`src/rtl/ls161_cascade.sv`:
```
// Chain of STAGES LS161-style 4-bit synchronous counters with an async clear, a sync load and an ENP/ENT carry chain.
// Define LS161_SYNC_CLR_EN to add the _SCLR input, which gives LS163-style synchronous clear.
module ls161_cascade #(
    parameter int STAGES = 2
) (
    input  logic                  CLK,
    input  logic                  _CLR,
    input  logic                  _LOAD,
    input  logic                  ENP,
    input  logic                  ENT,
`ifdef LS161_SYNC_CLR_EN
    input  logic                  _SCLR,
`endif
    input  logic [4*STAGES-1:0]   D,
    output logic [4*STAGES-1:0]   Q,
    output logic [STAGES-1:0]     RCO_STAGE,
    output logic                  RCO
);

    localparam int W = 4 * STAGES;

    logic [W-1:0] q_next;

    function automatic logic [3:0] stage_next(
        input logic [3:0] q,
        input logic [3:0] d,
        input logic       load_n,
        input logic       inc
    );
        if (!load_n)
            return d;
        else if (inc)
            return q + 4'd1;
        else
            return q;
    endfunction

    // Carry ripples through the stages: stage k is enabled by the carry of stage k-1, and stage 0 by ENT.
    always_comb begin : carry_chain
        logic carry;
        carry     = ENT;
        RCO_STAGE = '0;
        q_next    = Q;
        for (int k = 0; k < STAGES; k++) begin
            q_next[4*k +: 4] = stage_next(Q[4*k +: 4], D[4*k +: 4], _LOAD, ENP & carry);
            carry            = carry & (Q[4*k +: 4] == 4'hF);
            RCO_STAGE[k]     = carry;
        end
`ifdef LS161_SYNC_CLR_EN
        if (!_SCLR)
            q_next = '0;
`endif
    end

    assign RCO = RCO_STAGE[STAGES-1];

    // Counter register stage
    always_ff @(posedge CLK or negedge _CLR) begin
        if (!_CLR)
            Q <= '0;
        else
            Q <= q_next;
    end

endmodule
```
`config.mk`:
```
export PLATFORM = sky130hd
export DESIGN_NAME = ls161_cascade
export DESIGN_NICKNAME = d
export VERILOG_FILES = /design/src/rtl/ls161_cascade.sv
export SDC_FILE = /design/constraint.sdc
export NUM_CORES = 1
export LEC_CHECK = 0
export CORE_MARGIN = 5
export CORE_UTILIZATION = 33
export CTS_CLUSTER_SIZE = 12
export DETAILED_ROUTE_END_ITERATION = 10
export GPL_ROUTABILITY_DRIVEN = 0
export GPL_TIMING_DRIVEN = 0
export MAX_ROUTING_LAYER = met4
export PLACE_DENSITY_LB_ADDON = 0.25
export RECOVER_POWER = 25
export SLEW_MARGIN = 5
export SYNTH_ARGS = -nofsm -noshare
export SYNTH_HDL_FRONTEND = slang
export SYNTH_SLANG_ARGS = --single-unit
```
`constraint.sdc`:
```
create_clock -name CLK -period 2.2 [get_ports CLK]
set_clock_uncertainty 0.05 [all_clocks]
set_input_delay 0.44 -clock CLK [delete_from_list [all_inputs] [get_ports CLK]]
set_output_delay 0.44 -clock CLK [all_outputs]
set_load 0.05 [all_outputs]
```
==> results.toml, run 1 <==
[worst_hold_path]
hold_crit_class = "in -> async"

[worst_setup_path]
reg2regPathDepth = 4
critPathMaxStageDelay_ns = 0.55
cp.required_ns = 1.71
crit_buf_inv = 3
worstPathArrival_ns = 1.60
worst-path-stages = 5
worst_path_most_repeated_cell = "sky130_fd_sc_hd__buf_4"
cp_top_family = "buffers and inverters"
endpoint_type_of_the_worst_setup_path = "primary output"
cp_cell_sequence = "clkdlybuf4s50_1 > nand4_4 > nor2_4 > buf_4 > buf_4"
criticalPathCategory = "in -> out"
timing.critical_path.from_type = "input pin"
critical_path.slowest_cell = "sky130_fd_sc_hd__clkdlybuf4s50_1"
worstPathMaxFanout = 9

[clock_tree]
clkSlewWorstSetupHoldPaths_ns = 0.06
ctsHoldBuffers = 0
clk_latency_ns = 0.26
clock_sinks = 8
cts_root_buffer = "sky130_fd_sc_hd__clkbuf_4"
htreeDepth = 1
cts_made_buffers = 3
clock_tree.buffer_depth = 2
cts_tree = "done"

[sta]
grt_setup_unrepaired = "no"
timing.fmax_ghz = 0.478
report.final.slew_viol_count = 0
timing.final.hold_violations = 0
slew_headroom_pct = 66.4
finalCriticalPeriod_ns = 2.09
fin_setup_tns_ns = 0
final.period_utilization_pct = 95.1
worst_pin_slew_ns = 0.502
final.setup.worst_slack_ns = 0.107
timing.final.setup_violations = 0
final.hold.worst_slack_ns = 0.497

[power]
power_per_cell_area_mw_per_mm2 = 659
post-layout-total-power_mw = 0.473
power_leakage_nw = 0.296
max-vdd-ir-drop_uv = 268

[finish]
syn_to_final_growth_pct = 55.6
biggestRegsByFlops = "Q (8)"
largest_register_ff_count = 8
final_design_area_no_fill_um2 = 718
layout.nets = 94
final_cells = 92
layout.core_utilization_pct = 54.5
antenna-diode-count = 0
regMostFlops = "Q"
drive_gt1_share_pct = 13.0

[placed_design]
io_buffers = 22
placed_cells = 89
dpl.hpwl_um = 909
placement.cell_area_um2 = 708
place_worst_setup_slack_ns = -0.508

[floorplan]
die_height_um = 47.4
placementRows = 13
boundaryPins = 24
initial_utilization_pct = 35.0
die_area_mm2 = 0.00225
core_area_mm2 = 0.00132
die_x_um = 47.4

[global_routing]
largest_net_degree_at_the_start_of_global_routing = 11
grt_usage_pct = 12.7
number_of_antenna_violations_at_the_first_check_in_global_routing = 0
grt_first_pass_wirelength_um = 1840
grt_pass1_vias = 422
overflow = 0

[route]
drt-wirelength-per-cell_um = 13.0
detail_route.first_pass.iterations = 4
initialDrtViolationCount = 8
vias = 455
viasPerCell = 4.95
detail_route.drc_violations = 0
remaining_antenna_violation_count_after_routing = 0
drt-total-wl_um = 1200

[run]
max_cap_violations = 0

[synth]
synth.lib_cells_used.distinct = 17
synth.avg_cell_area_um2 = 8.88
synth.net_count = 67
mappedNetlistArea_um2 = 462
synth_cells = 52
synth-seq-area-share_pct = 43.4
synth.ff_latch_count = 8
synth_warnings = 0

[outcome]
run_status = "finished clean"
[Yosys cell counts]
master | n | area (um^2)
sky130_fd_sc_hd__a21oi_1 | 3 | 15.0
sky130_fd_sc_hd__a31oi_1 | 5 | 31.3
sky130_fd_sc_hd__buf_2 | 1 | 5.00
sky130_fd_sc_hd__buf_4 | 1 | 7.51
sky130_fd_sc_hd__clkbuf_1 | 1 | 3.75
sky130_fd_sc_hd__dfrtp_1 | 8 | 200
sky130_fd_sc_hd__ha_1 | 2 | 25.0
sky130_fd_sc_hd__inv_1 | 2 | 7.51
sky130_fd_sc_hd__mux2i_1 | 1 | 10.0
sky130_fd_sc_hd__nand2_1 | 2 | 7.51
sky130_fd_sc_hd__nand3_1 | 4 | 20.0
sky130_fd_sc_hd__nand4_1 | 1 | 6.26
sky130_fd_sc_hd__nand4_4 | 1 | 21.3
sky130_fd_sc_hd__nor2_1 | 9 | 33.8
sky130_fd_sc_hd__o21ai_0 | 5 | 25.0
sky130_fd_sc_hd__or3_1 | 4 | 25.0
sky130_fd_sc_hd__xor2_1 | 2 | 17.5
[where the power goes]
group / internal (mW) / switching, mW / leakage [nW]
logic: 0.0667 / 0.105 / 0.193
clock network: 0.0629 / 0.0559 / 0.0138
registers: 0.163 / 0.0195 / 0.0894
total: 0.293 / 0.181 / 0.296
[per-layer routing]
layer	wire length (um)	share of wire, %	global-route usage (%)
met5	0	0	-
met4	12	1.0	9.94
met3	74	6.2	2.68
met2	608	51	19.3
met1	501	42	14.3
[worst reg2reg max path, cell delays in order (launching register included)]
cell and delay (ns):
sky130_fd_sc_hd__dfrtp_1 0.40, sky130_fd_sc_hd__ha_1 0.23, sky130_fd_sc_hd__nand4_4 0.16, sky130_fd_sc_hd__or3_1 0.38, sky130_fd_sc_hd__a31oi_1 0.16
[cell families after synthesis]
family	count (synthesis)	share of synthesized area, %
multiplexers	1	2.17
buffers and inverters	5	5.15
AND/OR/NAND/NOR	21	24.7
XOR/XNOR	2	3.79
adder cells (fa/ha/maj)	2	5.42
flip-flops	8	43.4
AO/OA/AOI/OAI	13	15.4
[path summary, 6_finish.rpt]
kind | slack (ns) | endpoint | start
setup / recovery | 0.11 | RCO_STAGE[1] | ENT
hold / removal | 0.50 | Q[7] | _CLR
setup reg to reg | 0.75 | Q[6] | Q[0]
hold reg to reg | 0.55 | Q[7] | Q[7]
max in group asynchronous | 1.32 | Q[0] | _CLR
min in group CLK | 0.52 | Q[7] | _LOAD
[repair_timing]
| item | CTS | global route |
|---|---|---|
| setup buffers | 0 | 0 |
| setup endpoints to repair | 3 | 2 |
| gates resized for setup | 10 | 4 |
| gates cloned | 0 | 0 |
| endpoints found under the hold margin | 0 | 0 |
[cell type report]
cell class / count / area (um^2)
Tap cell: 15 / 18.8
Inverter: 2 / 7.51
Buffer: 3 / 16.3
Timing Repair Buffer: 22 / 208
Clock buffer: 3 / 22.5
Fill cell: 130 / 599
Sequential cell: 8 / 200
Multi-Input combinational cell: 39 / 245
[layout by cell type, fill, tap and decap left out, types with 2 or more instances in the layout]
| cell | count |
|---|---|
| sky130_fd_sc_hd__inv_1 | 2 |
| sky130_fd_sc_hd__o21ai_0 | 5 |
| sky130_fd_sc_hd__clkdlybuf4s50_1 | 18 |
| sky130_fd_sc_hd__clkbuf_4 | 3 |
| sky130_fd_sc_hd__dfrtp_1 | 8 |
| sky130_fd_sc_hd__ha_1 | 2 |
| sky130_fd_sc_hd__nor2_1 | 8 |
| sky130_fd_sc_hd__a31oi_1 | 5 |
| sky130_fd_sc_hd__or3_1 | 4 |
| sky130_fd_sc_hd__xor2_1 | 2 |
| sky130_fd_sc_hd__buf_2 | 3 |
| sky130_fd_sc_hd__buf_4 | 2 |
| sky130_fd_sc_hd__nand2_1 | 2 |
| sky130_fd_sc_hd__a21oi_1 | 3 |
| sky130_fd_sc_hd__nand3_1 | 4 |
No activity file was read; power rests on OpenSTA's default activity.
==> inputs of run 2 (changes only) <==
--- a/config.mk
+++ b/config.mk
@@ -12,7 +12,7 @@
 export GPL_ROUTABILITY_DRIVEN = 0
 export GPL_TIMING_DRIVEN = 0
 export MAX_ROUTING_LAYER = met4
-export PLACE_DENSITY_LB_ADDON = 0.25
+export PLACE_DENSITY_LB_ADDON = 0.15
 export RECOVER_POWER = 25
 export SLEW_MARGIN = 5
 export SYNTH_ARGS = -nofsm -noshare
==> run 2 against run 1 <==
Against the previous run: first-iteration DRC count fell by 13%; cell count stayed put; die area did not move; register-to-register slack about the same; critical path type unchanged; largest cell class unchanged; highest routed layer is now met3.
==> results.toml, run 2 (same netlist as run 1, synthesis figures left out) <==
[sta]
timing.final.setup_violations = 0
grt_setup_unrepaired = "no"
finalCriticalPeriod_ns = 2.09
timing.fmax_ghz = 0.478
worst_pin_slew_ns = 0.494
final.period_utilization_pct = 95.1
final.setup.worst_slack_ns = 0.107
slew_headroom_pct = 66.9
report.final.slew_viol_count = 0
final.hold.worst_slack_ns = 0.489
timing.final.hold_violations = 0
fin_setup_tns_ns = 0

[route]
viasPerCell = 4.91
remaining_antenna_violation_count_after_routing = 0
drt-total-wl_um = 1170
drt-wirelength-per-cell_um = 12.7
detail_route.drc_violations = 0
detail_route.first_pass.iterations = 2
initialDrtViolationCount = 7
vias = 452

[worst_setup_path]
worstPathArrival_ns = 1.60
worstPathMaxFanout = 9
worst_path_most_repeated_cell = "sky130_fd_sc_hd__buf_4"
timing.critical_path.from_type = "input pin"
cp.required_ns = 1.71
cp_cell_sequence = "clkdlybuf4s50_1 > nand4_4 > nor2_4 > buf_4 > buf_4"
critPathMaxStageDelay_ns = 0.55
endpoint_type_of_the_worst_setup_path = "primary output"
criticalPathCategory = "in -> out"
critical_path.slowest_cell = "sky130_fd_sc_hd__clkdlybuf4s50_1"

[clock_tree]
cts_root_buffer = "sky130_fd_sc_hd__clkbuf_4"
clk_latency_ns = 0.25
ctsHoldBuffers = 0
htreeDepth = 1
clkSlewWorstSetupHoldPaths_ns = 0.05
clock_tree.buffer_depth = 2
cts_made_buffers = 3
cts_tree = "done"
clock_sinks = 8

[finish]
seqCellArea_um2 = 200
layout.nets = 94
final_design_area_no_fill_um2 = 718
regMostFlops = "Q"
multiInputGateArea_um2 = 245
drive_gt1_share_pct = 13.0
antenna-diode-count = 0
fillers = 143
largest_register_ff_count = 8
biggestRegsByFlops = "Q (8)"
final_common_cell = "sky130_fd_sc_hd__clkdlybuf4s50_1"
final_cell_mix = "sky130_fd_sc_hd__clkdlybuf4s50_1 (18), sky130_fd_sc_hd__dfrtp_1 (8), sky130_fd_sc_hd__nor2_1 (8), sky130_fd_sc_hd__o21ai_0 (5), sky130_fd_sc_hd__a31oi_1 (5)"
syn_to_final_growth_pct = 55.6

[global_routing]
overflow = 0
grt_pass1_vias = 447
grt_first_pass_wirelength_um = 1760
number_of_antenna_violations_at_the_first_check_in_global_routing = 0
grt_usage_pct = 11.9
largest_net_degree_at_the_start_of_global_routing = 11

[power]
clock_power_share_pct = 23.1
combPwrFrac_pct = 37.2
max-vdd-ir-drop_uv = 421
sequentialPowerShare_pct = 39.7
power.switching_mw = 0.170
power_per_cell_area_mw_per_mm2 = 644
power_leakage_nw = 0.296
fraction_of_power_spent_switching_nets_pct = 36.8
internal_power_mw = 0.292

[floorplan]
die_area_mm2 = 0.00225
die_height_um = 47.4
initial_utilization_pct = 35.0
core_area_mm2 = 0.00132
die_x_um = 47.4
boundaryPins = 24
placementRows = 13

[placed_design]
place_worst_setup_slack_ns = -0.515
io_buffers = 22
dpl.hpwl_um = 974
placement.cell_area_um2 = 708

[worst_hold_path]
hold_crit_class = "in -> async"

[run]
max_cap_violations = 0

[outcome]
run_status = "finished clean"
[run 2: cell counts in the layout (fill, tap and decap cells not counted)]
No cell type changed its count.
[run 2: final cells by class]
class / count / area share, %
flip-flops and latches: 8 / 27.9
well taps: 15 / 2.61
inverters: 2 / 1.05
plain buffers: 3 / 2.26
clock buffers: 3 / 3.14
repair buffers: 22 / 28.9
multi-input cells: 39 / 34.1
[run 2: path summary, 6_finish.rpt]
| check | start | to | slack [ns] | cells after the start |
|---|---|---|---|---|
| worst max register to register | Q[0] | Q[7] | 0.75 | 4 |
| worst min-delay path | _CLR | Q[6] | 0.49 | 1 |
| worst min register to register | Q[7] | Q[7] | 0.56 | 2 |
| min in group CLK | _LOAD | Q[6] | 0.52 | 3 |
| max in group asynchronous | _CLR | Q[1] | 1.34 | 1 |
| worst max-delay path | ENT | RCO_STAGE[1] | 0.11 | 5 |
[run 2: metrics by stage]
step / utilization [%] / cells / power, mW
floorplan: - / 52 / 0.289
global placement: 53.8 / 89 / 0.359
detailed placement: 53.8 / 89 / 0.361
CTS: 55.5 / 92 / 0.470
global route: 54.5 / 92 / 0.488
finish: 54.5 / 92 / 0.462
[run 2: repair_timing]
item,CTS,global route
gates resized for setup,10,4
setup endpoints to repair,3,2
buffers inserted,0,0
[run 2: critical path, delay by kind of cell]
kind,cells,cell delay (ns)
buffers and inverters,3,0.83
and+or+nand+nor,2,0.32
[run 2: power groups by stage]
stage | Combinational (mW) | Sequential (mW) | Clock [mW]
6_report | 0.172 | 0.184 | 0.107
5_1_grt | 0.184 | 0.186 | 0.117
4_1_cts | 0.175 | 0.184 | 0.111
3_5_place_dp | 0.175 | 0.186 | 0
3_3_place_gp | 0.173 | 0.185 | 0
2_1_floorplan | 0.0501 | 0.239 | 0
[run 2: metal layers]
metal | part of all wire, % | routed length, um | vias up | global-route usage [%]
li1 | - | - | 235 | -
met1 | 38 | 448 | 204 | 11.1
met2 | 53 | 615 | 13 | 21.1
met3 | 8.7 | 101 | 0 | 6.13
met4 | 0 | 0 | 0 | 3.31
met5 | 0 | 0 | - | -
